### config.mk
export PLATFORM = sky130hd
export DESIGN_NAME = fifo_uart_tx_ctrl
export DESIGN_NICKNAME = d
export VERILOG_FILES = /design/src/rtl/fifo_uart_tx_ctrl_pkg.sv /design/src/rtl/ctrl_down_counter.sv /design/src/rtl/fifo_uart_tx_ctrl.sv
export SDC_FILE = /design/constraint.sdc
export NUM_CORES = 1
export LEC_CHECK = 0
export CAP_MARGIN = 20
export CORE_UTILIZATION = 45
export DETAILED_ROUTE_END_ITERATION = 10
export GPL_TIMING_DRIVEN = 0
export HOLD_SLACK_MARGIN = 0.03
export PLACE_DENSITY = 0.74
export SLEW_MARGIN = 20
export SYNTH_ARGS = -nofsm -noshare
export SYNTH_HDL_FRONTEND = slang
export SYNTH_SLANG_ARGS = --single-unit
### constraint.sdc
create_clock -name clk -period 2.6 [get_ports clk]
set_input_delay 0.52 -clock clk [delete_from_list [all_inputs] [get_ports clk]]
set_output_delay 0.52 -clock clk [all_outputs]
set_load 0.05 [all_outputs]
### src/rtl/fifo_uart_tx_ctrl_pkg.sv
// rtl/fifo_uart_tx_ctrl_pkg.sv - shared state encoding and sizing helpers for the UART TX drain controller
package fifo_uart_tx_ctrl_pkg;

    localparam int DATA_WIDTH_DEF  = 8;
    localparam int GAP_CYCLES_DEF  = 16;
    localparam int ACK_TIMEOUT_DEF = 64;
    localparam int CNT_WIDTH_DEF   = 16;

    typedef enum logic [2:0] {
        ST_IDLE      = 3'd0,
        ST_POP       = 3'd1,
        ST_LOAD      = 3'd2,
        ST_START     = 3'd3,
        ST_WAIT_ACK  = 3'd4,
        ST_WAIT_DONE = 3'd5,
        ST_GAP       = 3'd6,
        ST_FLUSH     = 3'd7
    } state_e;

    // One counter serves both the ack timeout and the inter-frame gap, so size it for the larger.
    function automatic int ctr_width(input int gap_cycles, input int ack_timeout);
        int max_v;
        max_v = (gap_cycles > ack_timeout) ? gap_cycles : ack_timeout;
        return (max_v < 1) ? 1 : $clog2(max_v + 1);
    endfunction

endpackage

### src/rtl/ctrl_down_counter.sv
// rtl/ctrl_down_counter.sv - loadable down-counter shared by the ack-timeout and gap phases
module ctrl_down_counter #(
    parameter int WIDTH = 7
) (
    input  logic             clk,
    input  logic             rst_n,
    input  logic             load_i,
    input  logic [WIDTH-1:0] load_val_i,
    input  logic             dec_i,
    output logic             zero_o
);

    logic [WIDTH-1:0] count_q;
    logic [WIDTH-1:0] count_d;

    // Load wins over decrement; decrementing saturates at zero.
    always_comb begin
        count_d = count_q;
        if (load_i) begin
            count_d = load_val_i;
        end else if (dec_i && (count_q != '0)) begin
            count_d = count_q - WIDTH'(1);
        end
    end

    always_ff @(posedge clk or negedge rst_n) begin
        if (!rst_n) begin
            count_q <= '0;
        end else begin
            count_q <= count_d;
        end
    end

    assign zero_o = (count_q == '0);

endmodule

### src/rtl/fifo_uart_tx_ctrl.sv
// rtl/fifo_uart_tx_ctrl.sv - drains the byte FIFO into the UART transmitter one frame at a time
module fifo_uart_tx_ctrl
    import fifo_uart_tx_ctrl_pkg::*;
#(
    parameter int DATA_WIDTH  = DATA_WIDTH_DEF,
    parameter int GAP_CYCLES  = GAP_CYCLES_DEF,
    parameter int ACK_TIMEOUT = ACK_TIMEOUT_DEF,
    parameter int CNT_WIDTH   = CNT_WIDTH_DEF
) (
    input  logic                  clk,
    input  logic                  rst_n,
    input  logic                  enable,
    input  logic                  flush,
    input  logic                  fifo_empty,
    output logic                  fifo_rd_en,
    input  logic [DATA_WIDTH-1:0] fifo_rd_data,
    input  logic                  tx_busy,
    output logic                  tx_start,
    output logic [DATA_WIDTH-1:0] tx_data,
    output logic                  ctrl_busy,
    output logic [CNT_WIDTH-1:0]  sent_count,
    output logic                  flush_done,
    output logic                  err_timeout
);

    localparam int               CTR_W    = ctr_width(GAP_CYCLES, ACK_TIMEOUT);
    localparam logic [CTR_W-1:0] ACK_LOAD = CTR_W'(ACK_TIMEOUT - 1);
    localparam logic [CTR_W-1:0] GAP_LOAD = CTR_W'((GAP_CYCLES > 0) ? GAP_CYCLES - 1 : 0);

    state_e                  state_q, state_d;
    logic [DATA_WIDTH-1:0]   tx_data_q, tx_data_d;
    logic [CNT_WIDTH-1:0]    sent_q, sent_d;
    logic                    err_q, err_d;
    logic                    flush_pending_q, flush_pending_d;

    logic                    ctr_load;
    logic [CTR_W-1:0]        ctr_load_val;
    logic                    ctr_dec;
    logic                    ctr_zero;

    ctrl_down_counter #(
        .WIDTH (CTR_W)
    ) u_ctr (
        .clk        (clk),
        .rst_n      (rst_n),
        .load_i     (ctr_load),
        .load_val_i (ctr_load_val),
        .dec_i      (ctr_dec),
        .zero_o     (ctr_zero)
    );

    always_comb begin
        state_d         = state_q;
        tx_data_d       = tx_data_q;
        sent_d          = sent_q;
        err_d           = err_q;
        flush_pending_d = flush_pending_q;
        ctr_load        = 1'b0;
        ctr_load_val    = '0;
        ctr_dec         = 1'b0;

        // A flush during a frame is deferred until the frame and its gap are over.
        if (flush && (state_q != ST_IDLE) && (state_q != ST_FLUSH)) begin
            flush_pending_d = 1'b1;
        end

        case (state_q)
            ST_IDLE: begin
                if (flush || flush_pending_q) begin
                    state_d = ST_FLUSH;
                end else if (enable && !fifo_empty && !tx_busy) begin
                    state_d = ST_POP;
                end
            end
            ST_POP: begin
                state_d = ST_LOAD;
            end
            ST_LOAD: begin
                tx_data_d = fifo_rd_data;
                state_d   = ST_START;
            end
            ST_START: begin
                ctr_load     = 1'b1;
                ctr_load_val = ACK_LOAD;
                state_d      = ST_WAIT_ACK;
            end
            ST_WAIT_ACK: begin
                if (tx_busy) begin
                    state_d = ST_WAIT_DONE;
                end else if (ctr_zero) begin
                    err_d   = 1'b1;
                    state_d = ST_IDLE;
                end else begin
                    ctr_dec = 1'b1;
                end
            end
            ST_WAIT_DONE: begin
                if (!tx_busy) begin
                    sent_d = sent_q + CNT_WIDTH'(1);
                    if (GAP_CYCLES == 0) begin
                        state_d = ST_IDLE;
                    end else begin
                        ctr_load     = 1'b1;
                        ctr_load_val = GAP_LOAD;
                        state_d      = ST_GAP;
                    end
                end
            end
            ST_GAP: begin
                if (ctr_zero) begin
                    state_d = ST_IDLE;
                end else begin
                    ctr_dec = 1'b1;
                end
            end
            ST_FLUSH: begin
                if (fifo_empty) begin
                    flush_pending_d = 1'b0;
                    state_d         = ST_IDLE;
                end
            end
            default: begin
                state_d = ST_IDLE;
            end
        endcase
    end

    always_ff @(posedge clk or negedge rst_n) begin
        if (!rst_n) begin
            state_q         <= ST_IDLE;
            tx_data_q       <= '0;
            sent_q          <= '0;
            err_q           <= 1'b0;
            flush_pending_q <= 1'b0;
        end else begin
            state_q         <= state_d;
            tx_data_q       <= tx_data_d;
            sent_q          <= sent_d;
            err_q           <= err_d;
            flush_pending_q <= flush_pending_d;
        end
    end

    // Flush drains combinationally so one entry leaves per clock until the FIFO reports empty.
    assign fifo_rd_en  = (state_q == ST_POP) || ((state_q == ST_FLUSH) && !fifo_empty);
    assign tx_start    = (state_q == ST_START);
    assign ctrl_busy   = (state_q != ST_IDLE);
    assign flush_done  = (state_q == ST_FLUSH) && fifo_empty;
    assign tx_data     = tx_data_q;
    assign sent_count  = sent_q;
    assign err_timeout = err_q;

endmodule

---- Yosys cells after proc, flatten, opt, wreduce, memory -nomap -nowiden ----
Index checks and enable logic that the tools add are counted.
word-level totals
  flip-flop bits (word level) ............. 36
  bits of input ports ..................... 14
  output and inout bits ................... 29
  logic and storage cells ................. 58
operators by class
  add/subtract/negate cells ............... 2
  equality and inequality tests ........... 11
  muxes and demuxes ....................... 19
  bitwise operators ....................... 1
  reduce and logical (&&, ||, !) cells .... 19
operator list
  kind                                              count
  case mux 3 bit (8 select lines)                   1
  2-to-1 mux 3 bit                                  6
  adder 16 x 1 -> 16 bit, second input constant     1
  2-to-1 mux 7 bit                                  2
  == test 3 bit, second input constant              4
  case mux 6 bit (2 select lines)                   1
  logical AND 1 bit                                 7
  zero test 7 bit                                   1
  nonzero test 7 bit                                1
  subtractor 7 x 1 -> 7 bit, second input constant  1
  == test 3 x 2 -> 1 bit, second input constant     2
  2-to-1 mux 1 bit                                  6
  != test 3 bit, second input constant              2
  AND reduction 3 bit                               2
  2-to-1 mux 4 bit                                  1
  != test 2 bit, second input constant              2
  case mux 1 bit (2 select lines)                   2
  == test 3 x 1 -> 1 bit, second input constant     1
  zero test 3 bit                                   1
  nonzero test 3 bit                                1
  zero test 1 bit                                   2
  logical OR 1 bit                                  2
  AND reduction 2 bit                               1
  nonzero test 2 bit                                1
  NOT 1 bit                                         1

---- Longest topological paths before layout ----
Gate-level depths: netlist of the first run.
  depth in word-level cells ............... 7
  mapped depth ............................ 7
  depth with buffers taken out ............ 6

---- Cells and area by module ----
Synthesis of the first run repeated with hierarchy kept, for this count alone.
unflattened totals
  cells, all modules ...................... 177
  area total of the unflattened synthesis .. 1829.3 µm²
by module, submodules not included
  module             instances  cells each  area an instance (µm²)  sequential area each (µm²)
  fifo_uart_tx_ctrl  1          125         1367.6                  725.7
  ctrl_down_counter  1          52          461.7                   175.2

---- Worst setup path after synthesis of the first run ----
Ideal clock, no wire load.
  kind .................................... flip-flop to output port
  from .................................... reg state_q[2]
  to ...................................... out fifo_rd_en
  arrival time ............................ 1280 ps
  data required time ...................... 2080 ps
  path slack .............................. 800 ps
  cell stages (with the launch flop) ...... 5
  buffers on the path ..................... 2
  cell sequence ........................... dfrtp_1 buf_2 clkbuf_1 o21ai_0 and2_1
between the ends
  cells in the longest elaborated chain, start to end .. 3
  elaborated cells on any way between the ends .. 4
  classes of those cells .................. eq/ne: 2; reduce/logical: 2
RTL lines
  what                      RTL line                  text
  start: declaration        fifo_uart_tx_ctrl.sv:30   state_e state_q, state_d;
  start signal: assignment  fifo_uart_tx_ctrl.sv:136  state_q <= state_d;
  == test 3 bit             fifo_uart_tx_ctrl.sv:145  assign fifo_rd_en = (state_q == ST_POP) || ((state_q == ST_FLUSH) && !fifo_empty);
  logical AND 1 bit         fifo_uart_tx_ctrl.sv:145
  logical OR 1 bit (*)      fifo_uart_tx_ctrl.sv:145
  end: declaration          fifo_uart_tx_ctrl.sv:15   output logic fifo_rd_en,
Every way passes the cells marked *; elsewhere a longest branch is shown, timed or not.

---- Final worst setup path of the first run ----
  from .................................... reg state_q[0]
  to ...................................... out tx_start
between the ends
  cells in the longest elaborated chain, start to end .. 1
RTL lines
  what                    RTL line                  text
  == test 3 x 2 -> 1 bit  fifo_uart_tx_ctrl.sv:146  assign tx_start = (state_q == ST_START);
  end: declaration        fifo_uart_tx_ctrl.sv:18   output logic tx_start,
No other way between the ends.

==> metrics.yaml, run 1 <==
outcome:
  status: "completed"
die:
  die_area_mm2: 0.004295
  io_pins: 43
  core_mm2: 0.003771
  initial_core_util_pct: 48.18
  chipWidth_um: 65.54
  rows: 22
  die_y_um: 65.54
worst_setup_path:
  r2r_cells: 6
  cpPeakStageDelay_ns: 0.80
  r2r-end: "state_q[2]$_DFFE_PN0P_"
  crit_path_end_kind: "output pin"
  critPathRequiredTime_ns: 2.08
  crit_type: "flop to output pin"
  startpoint_type: "flop"
  cp.arrival_ns: 1.98
  path_cells: "buf_4 > and2_1 > nand2b_1 > inv_1 > clkdlybuf4s50_1"
  r2r_slack_ns: 0.74
  worst_path_max_delay_cell: "clkdlybuf4s50_1"
  critical_path_buf_inv_count: 3
  cp_top_family: "buffers and inverters"
  rr_startpoint: "u_ctr.count_q[0]$_DFFE_PN0P_"
  crit_fanout: 8
clocking:
  cts_max_level: 2
  cts_tree: "done"
  clk_path_buf_depth: 2
  cts_root_buffer: "clkbuf_8"
  cts_setup_buffers: 0
  path_clk_slew_ns: 0.07
  clkLatencyLatePin_ns: 0.30
  numCtsBuffers: 5
  cts.sinks: 36
  postCtsHoldBufs: 0
sta:
  drv_slew: 0
  hold_violations: 0
  slew_headroom_pct: 54.80
  tightest_slew_ns: 0.6751
  tns_ns: 0
  setup_viol: 0
  max_freq_mhz: 399.5
  clock_skew_ns: 0.007463
  rsz0062_at_grt: "false"
  post-route-period-util_pct: 96.29
  fin_crit_ns: 2.503
detailed_routing:
  drt-total-wl_um: 3776
  vias: 1452
  drt_iter0_markers: 72
  post-route-drc-count: 0
  ant_nets: 0
  wl_per_cell_um: 14.20
  dr.pass1.iters: 4
  via_per_inst: 5.459
flow_run:
  cap_viol_max_count: 0
global_routing:
  grt_max_degree: 23
  grt_pass1_wl_um: 6320
  grt_use_total_pct: 19.73
  grt_overflow: 0
  grt_pass1_vias: 1380
  grt_antenna_before_repair: 0
yosys:
  synth-main-ff-cell: "dfrtp_1"
  yosys_warnings: 0
  synth_area_mm2: 0.001817
  ys_ff_latch: 36
  synth_cells: 167
  synth_nets: 183
  ys_seq_area_share_pct: 49.59
  synth.avg_cell_area_um2: 10.88
  synth_edf_count: 0
  ys_types: 46
  async_reset_ff_share_pct: 100.0
power:
  power_density_mw_per_mm2: 1071
  finalPower_mw: 2.581
  power.leakage_nw: 1.065
  vdd_drop_max_mv: 0.4708
layout:
  drive_above_1_share_pct: 13.76
  multiInputGateArea_um2: 858.3
  n_fill_cell: 299
  postLayoutCoreUtil_pct: 63.87
  syn_to_final_growth_pct: 32.58
  layout_common_cells: "clkdlybuf4s50_1, dfrtp_1, nand2_1"
  antennaDiodeCount: 0
  final_cells: 266
  layout_commonest_cell: "clkdlybuf4s50_1"
  layout.area.seq_um2: 900.9
  fin_nets: 233
placed_design:
  port-buffer-count: 42
  hpwl_um: 2848
  gp_congestion: 0.8601
  post-place-cells: 258
min_path:
  hold_path.class: "input port to asynchronous set/reset pin"
## worst max path at each step
stage	from	end	slack, ns	depth (start not counted)
after floorplan	state_q[2]$_DFFE_PN0P_	fifo_rd_en	0.80	4
after global placement	fifo_empty	fifo_rd_en	-0.19	6
after detailed placement	fifo_empty	fifo_rd_en	-0.20	6
after CTS	state_q[1]$_DFFE_PN0P_	ctrl_busy	0.03	3
after global routing	fifo_empty	fifo_rd_en	0.02	6
final	state_q[0]$_DFFE_PN0P_	tx_start	0.1	5
## sequential cells by signal (all words and copies together), names as in the netlist
signal           cells
state_q              3
err_timeout          1
flush_pending_q      1
tx_data              8
sent_count          16
u_ctr.count_q        7
## power breakdown
| part | internal, mW | leakage (nW) | total [mW] | switching, mW |
|---|---|---|---|---|
| Sequential | 0.727 | 0.449 | 0.865 | 0.137 |
| Combinational | 0.509 | 0.568 | 1.32 | 0.809 |
| Clock | 0.187 | 0.0479 | 0.398 | 0.211 |
| Total | 1.42 | 1.06 | 2.58 | 1.16 |
## kinds of logic after synthesis
| family | count (synthesis) | share of synthesized area, % |
|---|---|---|
| multiplexers | 8 | 4.959 |
| AND/OR/NAND/NOR | 68 | 22.59 |
| adder cells (fa/ha/maj) | 2 | 1.377 |
| AO/OA/AOI/OAI | 26 | 10.19 |
| buffers and inverters | 11 | 3.167 |
| XOR/XNOR | 16 | 8.127 |
| flip-flops | 36 | 49.59 |
## worst register-to-register path, cell delays in order, from the launching register on
cell and delay [ns]:
dfrtp_1 0.41, inv_1 0.07, ha_1 0.21, or3b_4 0.41, nor2_1 0.22, o22ai_1 0.11, a221o_1 0.31
## timing repair
item,in CTS,in global routing
pin swaps,0,0
gates resized for setup,2,2
gates cloned,0,0
endpoints found under the setup margin,2,2
## synthesized netlist by cell type (all sizes together), types with 2 or more instances
master,count,area [µm²]
or3,2,17.52
mux2,8,90.09
clkbuf,3,11.26
and3,6,37.54
nand4,5,46.29
nand3,8,45.04
a21o,3,22.52
inv,4,15.01
nor2b,3,18.77
or3b,2,20.02
ha,2,25.02
buf,4,31.27
nor3b,2,20.02
a21oi,7,35.03
and2,3,18.77
nor2,12,45.04
nor3,2,10.01
o311ai,2,17.52
dfrtp,36,900.9
and4,3,26.28
o21ai,4,20.02
o211ai,3,22.52
nand2,13,48.80
nand2b,3,18.77
xor2,3,26.28
xnor2,13,121.4
## metal layers
metal  up-vias  track usage [%]  part of all wire (%)
met2        43            32.09                    50
met3        10            4.514                   4.2
met5         -                0                     0
met1       699            24.27                    43
met4         0            10.33                   2.8
li1        700                -                     -
## per-stage QoR
step / worst slack [ns] / cell area [µm²] / hold slack, ns
2_1_floorplan: 0.8001 / 1817 / 0.2244
3_3_place_gp: -0.1879 / 2297 / 0.4574
3_5_place_dp: -0.1965 / 2320 / 0.4567
4_1_cts: 0.03111 / 2405 / 0.1410
5_1_grt: 0.02458 / 2409 / 0.1601
6_report: 0.09658 / 2409 / 0.1381
## final cells by class
class,count,share of cell area [%]
buffer,7,1.766
clock buffer,5,2.857
clock inverter,3,0.7792
inverter,4,0.6234
multi-input combinational,120,35.64
sequential,36,37.40
tap,48,2.494
timing repair buffer,43,18.44
Power figures use the tool's default switching activity.
==> run 2: changes to the inputs <==
- SETUP_SLACK_MARGIN: default -> 0.02
==> results of run 2 <==
No change in the layout: final DEF, timing and power equal those of run 1.
==> run 3: changes to the inputs <==
- SLEW_MARGIN: 20 -> default
==> run 3 against run 2 <==
  * Via count is 1.6% lower
  * Sequential share of layout area rose by 0.39 points
  * First-iteration DRC count decreased by 8.3%
  * Sequential power about the same
  * Global-route usage decreased by 1.2 points
  * Clock-buffer cell count is the same
  * Utilization fell by 0.66 points
  * Register-to-register slack improved by 0.02 ns
  * Combinational power hardly changed
  * Die area unchanged
  * Design area is 1.0% lower
  * Non-clock buffer count decreased by 1
==> metrics.yaml, run 3 (synthesized netlist as in run 1, its figures left out) <==
clocking:
  cts_max_level: 2  # unchanged
  cts_tree: "done"
  numCtsBuffers: 5  # unchanged
  clkLatencyLatePin_ns: 0.28  # -0.02 ns
  cts_root_buffer: "clkbuf_8"
  clk_path_buf_depth: 2  # unchanged
  path_clk_slew_ns: 0.07  # about the same
  cts.sinks: 36  # unchanged
detailed_routing:
  drt_iter0_markers: 66  # -8.3%
  vias: 1429  # -1.6%
  ant_nets: 0  # unchanged
  post-route-drc-count: 0  # unchanged
  via_per_inst: 5.392  # -1.2%
  dr.pass1.iters: 4  # unchanged
  wl_met3_um: 120  # -25%
  wl_per_cell_um: 13.61  # -4.1%
  drt-total-wl_um: 3606  # -4.5%
  topRoutingLayerUsed: "met4"
  met1_length_um: 1675  # +2.5%
  route.met2.wl_um: 1798  # -4.1%
die:
  io_pins: 43  # unchanged
  die_area_mm2: 0.004295  # unchanged
  chipWidth_um: 65.54  # unchanged
  core_mm2: 0.003771  # unchanged
  rows: 22  # unchanged
  initial_core_util_pct: 48.18  # unchanged
  die_y_um: 65.54  # unchanged
worst_setup_path:
  crit_fanout: 4  # -4
  startpoint: "fifo_empty"
  r2r_cells: 6  # unchanged
  cp.arrival_ns: 1.97  # about the same
  critPathRequiredTime_ns: 2.08  # about the same
  startpoint_type: "input port"
  rr_startpoint: "u_ctr.count_q[0]$_DFFE_PN0P_"
  crit_path_end_kind: "output pin"
  crit_type: "input port to output pin"
placed_design:
  gp_congestion: 0.8601  # unchanged
  place_ws_ns: -0.1942  # +0.002260 ns
  hpwl_um: 2669  # -6.3%
  port-buffer-count: 42  # unchanged
  post-place-cells: 257  # -0.39%
layout:
  layout.area.seq_um2: 900.9  # unchanged
  antennaDiodeCount: 0  # unchanged
  syn_to_final_growth_pct: 31.20
  multiInputGateArea_um2: 858.3  # unchanged
  drive_above_1_share_pct: 13.36  # -0.40 points
  fin_nets: 232  # -0.43%
  largest_reg_flops: 16  # unchanged
  final_cells: 265  # -0.38%
  layout_common_cells: "clkdlybuf4s50_1, dfrtp_1, nand2_1"
  layout_commonest_cell: "clkdlybuf4s50_1"
  n_fill_cell: 300  # +0.33%
sta:
  post-route-period-util_pct: 95.65  # -0.63 points
  drv_slew: 0  # unchanged
  setup_viol: 0  # unchanged
  slew_headroom_pct: 45.93  # -8.9 points
  max_freq_mhz: 402.1  # +0.66%
  rsz0062_at_grt: "false"
  fin_crit_ns: 2.487  # -0.01649 ns
  final.setup.worst_slack_ns: 0.1131  # +0.01649 ns
  tns_ns: 0  # unchanged
  hold_violations: 0  # unchanged
  hold-worst-slack_ns: 0.3342  # +0.1961 ns
  clock_skew_ns: 0.005965  # -0.001498 ns
  tightest_slew_ns: 0.8110  # +0.1360 ns
global_routing:
  grt_max_degree: 37  # +61%
  grt_overflow: 0  # unchanged
  grt_antenna_before_repair: 0  # unchanged
  grt_use_total_pct: 18.56  # -1.2 points
  grt_pass1_vias: 1357  # -1.7%
  grt_pass1_wl_um: 6175  # -2.3%
power:
  power_density_mw_per_mm2: 1075  # +0.33%
  power.leakage_nw: 1.069  # +0.41%
  vdd_drop_max_mv: 0.4666  # -0.89%
  finalPower_mw: 2.562  # -0.71%
min_path:
  hold_path.class: "input port to asynchronous set/reset pin"
flow_run:
  cap_viol_max_count: 0  # unchanged
outcome:
  status: "completed"
-- run 3: changes by cell type in the layout (fill, tap and decap cells not counted), sizes merged --
cell / previous run / this run
dlymetal6s2s: 1 / 2
buf: 6 / 5
clkdlybuf4s50: 38 / 37
-- run 3: worst paths after layout --
| check | slack [ns] | end |
|---|---|---|
| max | 0.11 | fifo_rd_en |
| min in group clk | 0.47 | sent_count[15]$_DFFE_PN0P_ |
| max reg2reg | 0.76 | state_q[2]$_DFFE_PN0P_ |
| min reg2reg | 0.47 | sent_count[15]$_DFFE_PN0P_ |
| max in group asynchronous | 1.76 | tx_data[5]$_DFFE_PN0P_ |
| min | 0.33 | sent_count[8]$_DFFE_PN0P_ |
-- run 3: report_power, final --
group          leakage (nW)  switching, mW  internal [mW]
registers             0.449          0.139          0.727
logic                 0.572          0.810          0.505
clock network        0.0479          0.195          0.187
total                  1.07           1.14           1.42
-- run 3: through the flow --
stage	utilization (%)	cell area, µm²
4_1_cts	63.04	2377
3_5_place_dp	60.78	2292
3_3_place_gp	60.92	2297
2_1_floorplan	-	1817
6_report	63.21	2384
5_1_grt	63.21	2384
-- run 3: what timing repair did --
| item | CTS | global route |
|---|---|---|
| resized for setup | 2 | 3 |
| endpoints found under the setup margin | 2 | 3 |
| setup buffers | 0 | 0 |
| hold buffers | 0 | 0 |
-- run 3: area by class of cell --
cell class | count | share of cell area, %
flip-flops and latches | 36 | 37.80
multi-input cells | 120 | 36.01
repair buffers | 42 | 17.59
clock buffers | 5 | 2.887
well taps | 48 | 2.520
plain buffers | 7 | 1.785
clock inverters | 3 | 0.7874
inverters | 4 | 0.6299
-- run 3: metal layers --
layer / vias to the layer above / global-route usage [%]
li1: 696 / -
met1: 696 / 24.35
met2: 35 / 30.41
met3: 2 / 5.556
met4: 0 / 3.533
met5: - / 0
-- run 3: worst max-delay path, stage by stage --
cell	delay [ns]
clkdlybuf4s50_1	0.45
nor2b_1	0.21
nand2_1	0.09
o21ai_0	0.07
and2_1	0.14
clkdlybuf4s15_1	0.49
